<file path="src/rtl/subtrator_demux_if.sv">
// Bus bundle for subtrator_demux: operand/request side driven by the master,
// decoded results and status returned by the slave (the checker).
interface subtrator_demux_if #(
  parameter int WIDTH = 4
);
  logic             start;
  logic [WIDTH-1:0] A;
  logic [WIDTH-1:0] B;
  logic [WIDTH-1:0] C;
  logic [WIDTH-1:0] RES;
  logic             clr_cnt;
  logic             ready;
  logic             done;
  logic [WIDTH-1:0] diff;
  logic             S_dec;
  logic             ambig;
  logic             err;
  logic [3:0]       err_cnt;
  logic [1:0]       dbg_state;

  modport master (
    output start, A, B, C, RES, clr_cnt,
    input  ready, done, diff, S_dec, ambig, err, err_cnt, dbg_state
  );

  modport slave (
    input  start, A, B, C, RES, clr_cnt,
    output ready, done, diff, S_dec, ambig, err, err_cnt, dbg_state
  );
endinterface

</file>
<file path="src/rtl/subtrator_demux.sv">
// Inverse checker for the mux+adder datapath: recovers RES - A, decodes which
// mux input produced it, flags mismatches and counts them (saturating).
module subtrator_demux #(
  parameter int WIDTH = 4
) (
  input  logic             clk,
  input  logic             rst_n,
  subtrator_demux_if.slave bus
);

  typedef enum logic [1:0] {IDLE = 2'd0, SUB = 2'd1, CMP = 2'd2, DONE = 2'd3} state_t;

  state_t state, state_next;
  logic   capture;

  logic [WIDTH-1:0] a_r, b_r, c_r, res_r, diff_r;
  logic [WIDTH-1:0] diff_q;
  logic             s_dec_q, ambig_q, err_q;
  logic [3:0]       err_cnt_q;
  logic             eq_b, eq_c, err_new;

  // Handshake: a request is accepted on any rising edge where start=1 and
  // ready=1 (IDLE only); done is a one-cycle pulse marking fresh results,
  // which then hold until the next completed operation.
  always_ff @(posedge clk) begin
    if (!rst_n) state <= IDLE;
    else        state <= state_next;
  end

  always_comb begin
    state_next = state;
    capture    = 1'b0;
    unique case (state)
      IDLE: begin
        if (bus.start) begin
          capture    = 1'b1;
          state_next = SUB;
        end
      end
      SUB:     state_next = CMP;
      CMP:     state_next = DONE;
      DONE:    state_next = IDLE;
      default: state_next = IDLE;
    endcase
  end

  assign eq_b    = (diff_r == b_r);
  assign eq_c    = (diff_r == c_r);
  assign err_new = ~eq_b & ~eq_c;

  always_ff @(posedge clk) begin
    if (!rst_n) begin
      a_r       <= '0;
      b_r       <= '0;
      c_r       <= '0;
      res_r     <= '0;
      diff_r    <= '0;
      diff_q    <= '0;
      s_dec_q   <= 1'b0;
      ambig_q   <= 1'b0;
      err_q     <= 1'b0;
      err_cnt_q <= 4'd0;
    end else begin
      if (capture) begin
        a_r   <= bus.A;
        b_r   <= bus.B;
        c_r   <= bus.C;
        res_r <= bus.RES;
      end
      if (state == SUB) diff_r <= res_r - a_r;
      if (state == CMP) begin
        diff_q  <= diff_r;
        s_dec_q <= eq_b;
        ambig_q <= eq_b & eq_c;
        err_q   <= err_new;
      end
      // Clear beats a same-edge increment so software never loses a clear.
      if (bus.clr_cnt)
        err_cnt_q <= 4'd0;
      else if (state == CMP && err_new && err_cnt_q != 4'd15)
        err_cnt_q <= err_cnt_q + 4'd1;
    end
  end

  assign bus.ready     = (state == IDLE);
  assign bus.done      = (state == DONE);
  assign bus.diff      = diff_q;
  assign bus.S_dec     = s_dec_q;
  assign bus.ambig     = ambig_q;
  assign bus.err       = err_q;
  assign bus.err_cnt   = err_cnt_q;
  assign bus.dbg_state = state;

endmodule
</file>
<file path="src/flat_wrapper.sv">
// flat-port wrapper written by rule: the top's interface ports become plain ports
module subtrator_demux_flat 
#(
  parameter int WIDTH = 4
)
  (clk, rst_n, bus_start, bus_A, bus_B, bus_C, bus_RES, bus_clr_cnt, bus_ready, bus_done, bus_diff, bus_S_dec, bus_ambig, bus_err, bus_err_cnt, bus_dbg_state);
  subtrator_demux_if #(.WIDTH(WIDTH)) bus_i ();
  input  logic clk;
  input  logic rst_n;
  input wire logic [$bits(bus_i.start)-1:0] bus_start;
  input wire logic [$bits(bus_i.A)-1:0] bus_A;
  input wire logic [$bits(bus_i.B)-1:0] bus_B;
  input wire logic [$bits(bus_i.C)-1:0] bus_C;
  input wire logic [$bits(bus_i.RES)-1:0] bus_RES;
  input wire logic [$bits(bus_i.clr_cnt)-1:0] bus_clr_cnt;
  output wire logic [$bits(bus_i.ready)-1:0] bus_ready;
  output wire logic [$bits(bus_i.done)-1:0] bus_done;
  output wire logic [$bits(bus_i.diff)-1:0] bus_diff;
  output wire logic [$bits(bus_i.S_dec)-1:0] bus_S_dec;
  output wire logic [$bits(bus_i.ambig)-1:0] bus_ambig;
  output wire logic [$bits(bus_i.err)-1:0] bus_err;
  output wire logic [$bits(bus_i.err_cnt)-1:0] bus_err_cnt;
  output wire logic [$bits(bus_i.dbg_state)-1:0] bus_dbg_state;
  assign bus_i.start = bus_start;
  assign bus_i.A = bus_A;
  assign bus_i.B = bus_B;
  assign bus_i.C = bus_C;
  assign bus_i.RES = bus_RES;
  assign bus_i.clr_cnt = bus_clr_cnt;
  assign bus_ready = bus_i.ready;
  assign bus_done = bus_i.done;
  assign bus_diff = bus_i.diff;
  assign bus_S_dec = bus_i.S_dec;
  assign bus_ambig = bus_i.ambig;
  assign bus_err = bus_i.err;
  assign bus_err_cnt = bus_i.err_cnt;
  assign bus_dbg_state = bus_i.dbg_state;
  subtrator_demux #(.WIDTH(WIDTH)) u_core (.clk(clk), .rst_n(rst_n), .bus(bus_i));
endmodule
</file>
<file path="config.mk">
export PLATFORM = sky130hd
export DESIGN_NAME = subtrator_demux_flat
export DESIGN_NICKNAME = d
export VERILOG_FILES = /design/src/rtl/subtrator_demux_if.sv /design/src/rtl/subtrator_demux.sv /design/src/flat_wrapper.sv
export SDC_FILE = /design/constraint.sdc
export NUM_CORES = 1
export LEC_CHECK = 0
export CORE_ASPECT_RATIO = 0.8
export CORE_MARGIN = 8
export CORE_UTILIZATION = 47
export CTS_BUF_LIST = sky130_fd_sc_hd__clkbuf_8 sky130_fd_sc_hd__clkbuf_16
export CTS_CLUSTER_DIAMETER = 50
export DETAILED_ROUTE_END_ITERATION = 6
export PLACE_DENSITY = 0.75
export SLEW_MARGIN = 20
export SYNTH_ARGS = -nofsm -noshare
export SYNTH_HDL_FRONTEND = slang
export SYNTH_SLANG_ARGS = --single-unit
</file>
<file path="constraint.sdc">
create_clock -name clk -period 3.63 [get_ports clk]
set_input_delay 0.363 -clock clk [delete_from_list [all_inputs] [get_ports clk]]
set_output_delay 0.363 -clock clk [all_outputs]
set_load 0.01 [all_outputs]
</file>
# == After elaboration in Yosys (flattened, before gate mapping) ==
# Index checks and enable logic that the tools add are counted.
# word_totals
in_bits,20
ff_bits,33
# classes
n_addsub,2
bitwise_logic,5
mux,4
n_reduce_logical,4
eq_ne,7
# ops
cell,n
$eq 4x4->1,2
$pmux 2 s4,1
$add 4x1->4 const B,1
$eq 2x2->1 const B,2
$ne 4x4->1 const B,1
$sub 4x4->4,1
$not 1->1,3
$and 1x1->1,2
$eq 2x1->1 const B,1
$logic_and 1x1->1,2
$logic_not 2->1,1
$mux 1,2
$mux 2,1
$ne 2x2->1 const B,1
$reduce_or 2->1,1

# == Depth between registers and ports, before layout ==
# logic_depth
word_depth,5
depth_mapped,7
mapped_depth_nobuf,7

# == Worst setup path after synthesis ==
# Ideal clock, no wire load.
# synth_timing
path_kind,reg2reg
from,register u_core.state[0] (netlist: u_core.bus.dbg_state[0])
to,register u_core.a_r[0]
setup_ns,0.076
n_path_buf,2
required_time_ns,3.554
arrival_ns,1.516
setup_slack_ns,2.038
synth_period_minus_slack_ns,1.592
path_stages_with_launch,8
path_cell_list,dfxtp_1 > inv_1 > ha_1 > and2_1 > clkbuf_1 > clkbuf_1 > nand2_1 > a21boi_0
# synth_via
elab_chain_cells,2
# synth_lines
item,line,source
from (decl),subtrator_demux.sv:13,"state_t state, state_next;"
from (signal assigned),subtrator_demux.sv:27,else state <= state_next;
$logic_not 2->1,-,
via bus_ready,flat_wrapper.sv:16,output wire logic [$bits(bus_i.ready)-1:0] bus_ready;
$mux 1,subtrator_demux.sv:33,unique case (state)
to (signal assigned),subtrator_demux.sv:65,a_r <= bus.A;
to (decl),subtrator_demux.sv:16,"logic [WIDTH-1:0] a_r, b_r, c_r, res_r, diff_r;"
# The timed path passes the listed nets, and every way through them passes these cells.
# A chain may end at the register's enable or synchronous reset.

# == Final worst setup path ==
# layout_timing
from,input rst_n
to,register u_core.err_cnt_q[3] (netlist: u_core.bus.err_cnt[3])
# layout_via
elab_chain_cells,2
# layout_lines
item,line,source
from (decl),flat_wrapper.sv:9,input logic rst_n;
$not 1->1 (no source line),-,
$reduce_or 2->1 (no source line),-,
to (signal assigned),subtrator_demux.sv:81,err_cnt_q <= err_cnt_q + 4'd1;
to (decl),subtrator_demux.sv:19,logic [3:0] err_cnt_q;
# Every way passes these cells.

==> flow_metrics.py <==
metrics = {
    "setup_path": {
        "start_kind": "input port",
        "crit_family": "buffers and inverters",
        "crit_path_max_incr_delay_ns": 1.05,
        "r2r_start": "u_core.bus.dbg_state[0]",
        "required_ns": 3.84,
        "path_cells": "clkdlybuf4s50_1 > nor2b_1 > o21ai_0 > mux2i_1",
        "critPathCaptureType": "flip-flop",
        "reg2regPathDepth": 5,
        "crit_start": "rst_n",
        "crit_buf_inv": 1,
        "cp_data_arrival_time_ns": 2.13,
        "cp.depth": 4,
        "slowest_stage": "clkdlybuf4s50_1",
        "cp_max_fo": 31,
        "worst-setup-path-type": "in -> reg",
    },
    "yosys": {
        "dominantRegCellSynth": "dfxtp_1",
        "synth_cells": 173,
        "synth_nets": 203,
        "synthesis.area_um2": 1600,
        "ys_warn_count": 0,
        "synth_top_family_by_area": "simple AND/OR/NAND/NOR gates",
        "synth-edff-count": 0,
        "synth_cell_types": 33,
        "synth-simple-area-share": 0.201,
        "synth_compound_area_frac": 0.151,
        "ys_seq_area_frac": 0.414,
        "syn_area_per_cell_um2": 9.22,
        "synthMuxAreaShare": 0.0565,
        "synth-async-reset-ratio": 0,
        "ys_seq_elements": 33,
        "synth-xor-area-share": 0.0549,
        "synth-adder-area-share": 0.0831,
    },
    "route": {
        "drtIter0Drc": 46,
        "drt-total-wl_mm": 3.24,
        "ant_nets": 0,
        "firstDrtPassIters": 5,
        "vias": 1244,
        "wire_per_inst_um": 13.1,
        "vias_per_cell": 5.02,
        "drcViolationCount": 0,
    },
    "global_route": {
        "grt_antenna_before_repair": 0,
        "grt_pass1_wl_mm": 5.33,
        "grt_overflow": 0,
        "grt_max_degree": 32,
        "grt_pass1_vias": 1172,
        "grt_use_total": 0.125,
    },
    "floorplan": {
        "die_w_um": 81.1,
        "ios": 35,
        "fp-row-count": 19,
        "start_util": 0.479,
        "die-area_um2": 5530,
        "dieHeight_um": 68.1,
        "core_um2": 3330,
    },
    "final_layout": {
        "fin_area_um2": 2040,
        "nFillCells": 299,
        "diodes": 0,
        "instances_no_fill": 248,
        "final_net_count": 236,
        "layout-drive-gt1-share": 0.0437,
        "areaGrowthSynthToFinish_pct": 27.9,
    },
    "place": {
        "place_area_um2": 1950,
        "dp_hpwl_mm": 2.40,
        "dp.cells": 241,
        "port_buffers": 34,
        "place_congestion": 0.779,
    },
    "pwr": {
        "powerDensity_nw_per_um2": 613,
        "switching_share": 0.356,
        "combPwrFrac": 0.390,
        "power.total_mw": 1.25,
        "p_leak_nw": 0.816,
        "clockPowerShare": 0.217,
        "p_switching_uw": 445,
        "pwr-share-seq": 0.394,
        "intPower_uw": 806,
        "peakVddDrop_uv": 272,
    },
    "clocking": {
        "clock_latency_ns": 0.28,
        "htree_num_levels": 2,
        "numClockSinks": 33,
        "cts_tree": "built",
        "clk_pin_slew_ns": 0.06,
        "cts_resized": 0,
        "clockRootBuffer": "clkbuf_8",
        "postCtsHoldBufs": 0,
        "clockBufferDepth": 2,
        "cts_setup_buffers": 0,
        "numCtsBuffers": 5,
    },
    "sta": {
        "rsz0062_at_grt": "false",
        "worst_slew_margin_rel": 0.407,
        "min_period_ns": 1.92,
        "hold_viol": 0,
        "skew_ns": 0.00212,
        "tns_ns": 0,
        "drv_slew": 0,
        "fmax_ghz": 0.522,
        "tightest_slew_ns": 0.886,
        "min_period_over_period": 0.528,
        "final-setup-viol-count": 0,
    },
    "run_status": {
        "run_status": "completed",
    },
    "worst_hold_path": {
        "hold-path-cell-count": 2,
        "hold_class": "reg -> reg",
        "hp-start": "u_core.a_r[1]",
    },
    "run": {
        "max-cap-violations": 0,
    },
}
==> stage by stage <==
stage               hold WS (ns)   util  setup WS [ns]
global route               0.503  0.613           1.50
detailed placement         0.463  0.587           1.42
floorplan                  0.443      -           2.04
CTS                        0.472  0.613           1.68
global placement           0.457  0.587           1.49
finish                     0.472  0.613           1.71
==> worst paths after layout <==
check	endpoint	slack, ns
max	u_core.bus.err_cnt[3]	1.71
min	u_core.a_r[1]	0.47
max reg2reg	u_core.bus.err_cnt[0]	1.74
min reg2reg	u_core.a_r[1]	0.47
==> power by group through the flow <==
stage / sequential [mW] / clock (mW) / combinational, mW
2_1_floorplan: 0.494 / 0 / 0.342
3_3_place_gp: 0.495 / 0 / 0.477
3_5_place_dp: 0.500 / 0 / 0.490
4_1_cts: 0.493 / 0.277 / 0.495
5_1_grt: 0.502 / 0.297 / 0.535
6_report: 0.492 / 0.271 / 0.488
==> registers in the layout (all words and copies together), names as in the netlist <==
| name | flops |
|---|---|
| u_core.a_r | 4 |
| u_core.bus.ambig | 1 |
| u_core.c_r | 4 |
| u_core.bus.dbg_state | 2 |
| u_core.bus.err_cnt | 4 |
| u_core.bus.err | 1 |
| u_core.bus.S_dec | 1 |
| u_core.res_r | 4 |
| u_core.bus.diff | 4 |
| u_core.diff_r | 4 |
| u_core.b_r | 4 |
==> layer usage <==
metal | up-vias | global-route usage | routed length (um)
met2 | 26 | 0.219 | 1600
met3 | 7 | 0.0433 | 180
met1 | 571 | 0.138 | 1430
li1 | 640 | - | -
met4 | 0 | 0.0467 | 33
met5 | - | 0 | 0
==> synth_stat cells, types with 2 or more instances <==
| cell | instances | share of area |
|---|---|---|
| and2_1 | 2 | 0.0078 |
| o21ai_0 | 2 | 0.0063 |
| inv_1 | 8 | 0.019 |
| ha_1 | 9 | 0.071 |
| nor2b_1 | 9 | 0.035 |
| nor3_1 | 2 | 0.0063 |
| nand3_1 | 3 | 0.0094 |
| nand2b_1 | 2 | 0.0078 |
| o211a_1 | 3 | 0.019 |
| mux2i_1 | 9 | 0.056 |
| clkbuf_1 | 7 | 0.016 |
| xor2_1 | 8 | 0.044 |
| nand2_1 | 39 | 0.092 |
| a21boi_0 | 17 | 0.080 |
| o21a_1 | 2 | 0.0094 |
| xnor2_1 | 2 | 0.011 |
| dfxtp_1 | 33 | 0.41 |
==> worst reg2reg max path, delay by kind of cell, from the launching register on <==
| family | cells | cell delay, ns |
|---|---|---|
| simple gates | 1 | 0.51 |
| compound gates | 2 | 0.40 |
| fa+ha+maj | 1 | 0.44 |
| buf+inv | 1 | 0.12 |
| flops | 1 | 0.35 |
==> layout by cell type, fill, tap and decap left out, types with 2 or more instances in the layout <==
| cell type | count |
|---|---|
| and2_1 | 2 |
| nor2b_1 | 9 |
| dfxtp_1 | 33 |
| nor3_1 | 2 |
| o211a_1 | 3 |
| o21a_1 | 2 |
| xor2_1 | 8 |
| ha_1 | 9 |
| nand2_1 | 39 |
| nand3_1 | 3 |
| o21ai_0 | 2 |
| clkbuf_8 | 6 |
| mux2i_1 | 9 |
| clkdlybuf4s50_1 | 34 |
| inv_1 | 9 |
| xnor2_1 | 2 |
| nand2b_1 | 2 |
| a21boi_0 | 17 |
==> layout make-up <==
| cell class | instances | area (um2) | area share |
|---|---|---|---|
| repair buffers | 34 | 340 | 0.167 |
| inverters | 8 | 30.0 | 0.0147 |
| clock buffers | 6 | 82.6 | 0.0405 |
| clock inverters | 1 | 3.75 | 0.00184 |
| well taps | 42 | 52.6 | 0.0258 |
| flip-flops and latches | 33 | 661 | 0.324 |
| multi-input cells | 124 | 871 | 0.427 |
==> cells by family after synthesis <==
kind of cell / count (synthesis)
buffers and inverters: 16
adders and majority gates: 10
and+or+nand+nor: 65
AOI/OAI and AO/OA: 30
muxes: 9
xor gates and xnor gates: 10
DFF: 33
No activity file was read; power rests on OpenSTA's default activity.
